$ cat src/rtl/sensor_health_monitor.sv
// Sensor health monitor: classifies 3-bit sensor codes and runs a
// HEALTHY/SUSPECT/FAULTED/RECOVERING debounce FSM with a saturating fault counter.
module sensor_health_monitor #(
  parameter int FAULT_THRESH   = 3,
  parameter int RECOVER_THRESH = 4,
  parameter int CNT_W          = 8
) (
  input  logic             clk,
  input  logic             rst,
  input  logic             clear,
  input  logic             sample_valid,
  input  logic [2:0]       sensor,
  output logic             class_valid,
  output logic [1:0]       class_code,
  output logic [1:0]       state,
  output logic             alarm,
  output logic [CNT_W-1:0] fault_count
);

  // Handshake: sample_valid qualifies sensor; there is no ready, every valid
  // sample is consumed on the rising edge where it is presented.
  typedef enum logic [1:0] {
    HEALTHY    = 2'b00,
    SUSPECT    = 2'b01,
    FAULTED    = 2'b10,
    RECOVERING = 2'b11
  } state_t;

  localparam logic [1:0]       CLS_NEUTRAL = 2'b00;
  localparam logic [1:0]       CLS_OK      = 2'b01;
  localparam logic [1:0]       CLS_FAULT   = 2'b10;
  localparam logic [3:0]       F_TH        = 4'(FAULT_THRESH);
  localparam logic [3:0]       R_TH        = 4'(RECOVER_THRESH);
  localparam logic [CNT_W-1:0] CNT_MAX     = '1;

  state_t     state_q, state_d;
  logic [3:0] consec_f_q, consec_f_d, consec_ok_q, consec_ok_d;
  logic [3:0] f_inc, ok_inc;
  logic       is_ok, is_fault;
  logic [1:0] cls;

  // OK outranks the 011 fault pattern, so 111 is OK.
  always_comb begin
    is_ok    = sensor[2];
    is_fault = !sensor[2] && (sensor[1:0] == 2'b11);
    cls      = is_ok ? CLS_OK : (is_fault ? CLS_FAULT : CLS_NEUTRAL);
  end

  assign f_inc  = consec_f_q + 4'd1;
  assign ok_inc = consec_ok_q + 4'd1;

  always_comb begin
    state_d     = state_q;
    consec_f_d  = consec_f_q;
    consec_ok_d = consec_ok_q;
    if (sample_valid) begin
      case (state_q)
        HEALTHY: begin
          if (is_fault) begin
            if (FAULT_THRESH == 1) begin
              state_d     = FAULTED;
              consec_f_d  = 4'd0;
              consec_ok_d = 4'd0;
            end else begin
              state_d    = SUSPECT;
              consec_f_d = 4'd1;
            end
          end
        end
        SUSPECT: begin
          if (is_fault) begin
            if (f_inc >= F_TH) begin
              state_d     = FAULTED;
              consec_f_d  = 4'd0;
              consec_ok_d = 4'd0;
            end else begin
              consec_f_d = f_inc;
            end
          end else if (is_ok) begin
            state_d     = HEALTHY;
            consec_f_d  = 4'd0;
            consec_ok_d = 4'd0;
          end
        end
        FAULTED: begin
          if (is_ok) begin
            if (RECOVER_THRESH == 1) begin
              state_d     = HEALTHY;
              consec_f_d  = 4'd0;
              consec_ok_d = 4'd0;
            end else begin
              state_d     = RECOVERING;
              consec_ok_d = 4'd1;
            end
          end
        end
        RECOVERING: begin
          if (is_ok) begin
            if (ok_inc >= R_TH) begin
              state_d     = HEALTHY;
              consec_f_d  = 4'd0;
              consec_ok_d = 4'd0;
            end else begin
              consec_ok_d = ok_inc;
            end
          end else if (is_fault) begin
            state_d     = FAULTED;
            consec_f_d  = 4'd0;
            consec_ok_d = 4'd0;
          end
        end
        default: begin
          state_d     = HEALTHY;
          consec_f_d  = 4'd0;
          consec_ok_d = 4'd0;
        end
      endcase
    end
  end

  always_ff @(posedge clk or posedge rst) begin
    if (rst) begin
      state_q     <= HEALTHY;
      consec_f_q  <= 4'd0;
      consec_ok_q <= 4'd0;
    end else if (clear) begin
      state_q     <= HEALTHY;
      consec_f_q  <= 4'd0;
      consec_ok_q <= 4'd0;
    end else begin
      state_q     <= state_d;
      consec_f_q  <= consec_f_d;
      consec_ok_q <= consec_ok_d;
    end
  end

  // Classification outputs and the lifetime counter share the FSM's edge.
  always_ff @(posedge clk or posedge rst) begin
    if (rst) begin
      class_valid <= 1'b0;
      class_code  <= CLS_NEUTRAL;
      fault_count <= '0;
    end else if (clear) begin
      class_valid <= 1'b0;
      class_code  <= CLS_NEUTRAL;
      fault_count <= '0;
    end else begin
      class_valid <= sample_valid;
      if (sample_valid) class_code <= cls;
      if (sample_valid && is_fault && (fault_count != CNT_MAX))
        fault_count <= fault_count + 1'b1;
    end
  end

  assign state = state_q;
  assign alarm = state_q[1];

endmodule
$ cat config.mk
export PLATFORM = sky130hd
export DESIGN_NAME = sensor_health_monitor
export DESIGN_NICKNAME = d
export VERILOG_FILES = /design/src/rtl/sensor_health_monitor.sv
export SDC_FILE = /design/constraint.sdc
export NUM_CORES = 1
export LEC_CHECK = 0
export BUFFER_PORTS_ARGS = -buffer_cell sky130_fd_sc_hd__buf_4
export CAP_MARGIN = 20
export CELL_PAD_IN_SITES_DETAIL_PLACEMENT = 1
export CELL_PAD_IN_SITES_GLOBAL_PLACEMENT = 2
export CORE_MARGIN = 2
export CORE_UTILIZATION = 32
export DETAILED_ROUTE_END_ITERATION = 7
export HOLD_SLACK_MARGIN = 0.05
export PLACE_DENSITY_LB_ADDON = 0.1
export SLEW_MARGIN = 40
export SYNTH_ARGS = -nofsm -noshare
export SYNTH_HDL_FRONTEND = slang
export SYNTH_SLANG_ARGS = --single-unit
$ cat constraint.sdc
create_clock -name clk -period 1.79 [get_ports clk]
set_input_delay 0.179 -clock clk [delete_from_list [all_inputs] [get_ports clk]]
set_output_delay 0.179 -clock clk [all_outputs]
set_load 0.02 [all_outputs]
==> results.ini <==
[worst_hold_path]
hp-class = in -> reg
holdPathEnd = class_valid$_DFF_PP0_
hold-path-cell-count = 2
min-delay-start = sample_valid

[placed_design]
numPortBuffers = 20
place_ws_ps = -14.76
gp_congestion = 0.8617
dp_hpwl_um = 2320
placedCellCount = 202

[power_and_ir_drop]
p_comb_frac = 0.269
power_density_nw_per_um2 = 679.7
internal_power_uw = 813.0
peakVddDrop_mv = 0.3874
p_seq_frac = 0.459
power.total_mw = 1.134
p_switching_uw = 320.7
power_frac_clock = 0.272
leakagePower_nw = 0.7970
swShare = 0.2829

[timing]
finalCriticalPeriod_ps = 1769
tightest_slew_ps = 385.6
rsz0062_at_grt = true
finalHoldWorstSlack_ps = 233.6
timing.final.crit_share = 0.9885
finalHoldViolCount = 0
fin_ws_ps = 20.53
setup_violations = 0
maxSlewHeadroom = 0.7418
clock_skew_ps = 1.830
fmax_mhz = 565.1
slew_violations = 0

[floorplan]
rows = 23
die_w_um = 67.62
fp.dieH_um = 67.62
core_um2 = 3943
die_area_um2 = 4572
io_pins = 21
initial_core_util = 0.3285

[setup_path]
critPathMaxFanout = 4
worstReg2RegEnd = consec_ok_q[0]$_DFFE_PP0P_
worst_setup_path_start_kind = flop
max_stage_delay_ps = 430
slowest_stage = dfrtp_1
r2r_cells = 6
cp_data_required_time_ps = 1950
crit_type = reg -> reg
r2r-start = consec_f_q[1]$_DFFE_PP0P_
crit_path_end_kind = flop
path_cells = ha_1 > xor2_1 > nor4_2 > nand2_1 > and4_1 > a311oi_1
rrSetupSlack_ps = 20
worstPathArrival_ps = 1930

[routing]
wl_per_cell_um = 14.36
drc = 0
drtIter0Drc = 57
vias = 1019
firstDrtPassIters = 4
routed_via_density = 4.899
finalWirelength_um = 2986
ant_nets = 0

[grt]
grt_pass1_wl_um = 5023
grt_pass1_vias = 1015
grtUsageTotal = 0.1480
grt_max_degree = 22
grt_overflow_total = 0
antenna_found_initial = 0

[yosys]
synth_cell_types = 41
ys_seq_area_frac = 0.4058
syn_nets = 141
synth.avg_cell_area_um2 = 10.36
ys_warn_count = 0
synth_top_flop_cell = dfrtp_1
synth_edf_count = 0
synth-async-reset-ratio = 1.000
syn_inst = 125
syn-cell-area_um2 = 1295
yosys_register_bits = 21

[cts]
path_clk_slew_ps = 80
htreeDepth = 1
cts_tree = done
clock-sinks = 21
cts_root_buf = clkbuf_8
insertion_delay_ps = 260
cts_buffer_depth = 2
cts_made_buffers = 3

[cells_and_area]
area_delta_synth_final_pct = 28.79
antenna_cells = 0
drive_above_1_share = 0.3481
layoutNonFillerInstCount = 208
final_nets = 175
post-route-util = 0.4230

[status]
status = complete, no violations

[run]
maxCapViolCount = 0

power groups by stage:
| stage | registers (mW) | logic (mW) | clock network (mW) |
|---|---|---|---|
| floorplan | 0.544 | 0.160 | 0 |
| global placement | 0.529 | 0.298 | 0 |
| detailed placement | 0.530 | 0.301 | 0 |
| CTS | 0.522 | 0.304 | 0.327 |
| global route | 0.525 | 0.336 | 0.351 |
| finish | 0.521 | 0.305 | 0.308 |
flip-flops by register name (all words and copies together), names as in the netlist:
signal       cells
consec_f_q       4
class_code       2
class_valid      1
state            2
consec_ok_q      4
fault_count      8
through the flow:
step / TNS [ps] / instance area [µm²]
final: 0 / 1668
after global routing: -211.0 / 1668
after CTS: -5.981 / 1637
after detailed placement: -14.76 / 1574
after global placement: 0 / 1574
after floorplan: -86.95 / 1305
layout make-up:
| cell class | instances | area (µm²) |
|---|---|---|
| fillers | 451 | 2275 |
| multi-input cells | 92 | 752.0 |
| flip-flops and latches | 21 | 528.0 |
| repair buffers | 33 | 250.2 |
| well taps | 50 | 62.56 |
| clock buffers | 4 | 45.04 |
| inverters | 8 | 30.03 |
metal layers:
metal	share of wire	track usage
met5	0	0
met4	0.011	0.04592
met3	0.034	0.03000
met2	0.49	0.2475
met1	0.47	0.1905
cells in the mapped netlist, types with 3 or more instances:
cell type | instances | area [µm²]
nor2_1 | 17 | 63.81
mux2i_1 | 4 | 40.04
o21ai_0 | 3 | 15.01
buf_4 | 3 | 22.52
nor2b_1 | 3 | 18.77
xnor2_1 | 3 | 26.28
inv_1 | 7 | 26.28
nand2_1 | 7 | 26.28
dfrtp_1 | 21 | 525.5
a21oi_1 | 3 | 15.01
nand3_1 | 4 | 20.02
xor2_1 | 6 | 52.55
ha_1 | 9 | 112.6
and2_1 | 3 | 18.77
critical path, delay by kind of cell (launching register included):
kind / cells / cell delay, ps
adder cells (fa/ha/maj): 1 / 210
flip-flops: 1 / 430
AND/OR/NAND/NOR: 3 / 630
AO/OA/AOI/OAI: 1 / 250
XOR/XNOR: 1 / 170
kinds of logic after synthesis:
family                   synth area share
buffers and inverters             0.04348
AO/OA/AOI/OAI                      0.1246
AND/OR/NAND/NOR                    0.2271
XOR/XNOR                          0.06087
flip-flops                         0.4058
adder cells (fa/ha/maj)           0.08696
multiplexers                      0.05120
cells in the final DEF, fill, tap and decap left out, types with 2 or more instances in the layout:
cell / instances
nor2_1: 16
xnor2_1: 3
buf_4: 32
ha_2: 2
clkbuf_8: 3
xor2_1: 6
a21oi_1: 3
nor2b_1: 3
mux2_4: 2
a211oi_1: 2
nand3_1: 4
and2b_1: 2
dfrtp_2: 2
ha_1: 7
dfrtp_1: 19
inv_2: 2
mux2i_1: 4
nand2_1: 7
and4_1: 2
inv_1: 6
and2_1: 3
repair_timing:
| action | CTS | global route |
|---|---|---|
| setup buffers | 1 | 0 |
| resized for setup | 0 | 8 |
| pin swaps | 1 | 2 |
| hold endpoints to repair | 21 | 0 |
| gates cloned | 0 | 0 |
| endpoints found under the setup margin | 3 | 8 |
| hold buffers | 1 | 0 |
worst max-delay path by stage:
stage / endpoint / depth (start not counted) / start
5_1_grt: consec_ok_q[0]$_DFFE_PP0P_ / 6 / consec_f_q[0]$_DFFE_PP0P_
4_1_cts: consec_f_q[1]$_DFFE_PP0P_ / 6 / state[0]$_DFFE_PP0P_
3_5_place_dp: consec_f_q[1]$_DFFE_PP0P_ / 6 / state[0]$_DFFE_PP0P_
6_report: consec_ok_q[0]$_DFFE_PP0P_ / 6 / consec_f_q[1]$_DFFE_PP0P_
3_3_place_gp: state[0]$_DFFE_PP0P_ / 7 / consec_f_q[0]$_DFFE_PP0P_
2_1_floorplan: consec_f_q[1]$_DFFE_PP0P_ / 7 / state[1]$_DFFE_PP0P_
Note: power is estimated with default switching activity, not from simulation.
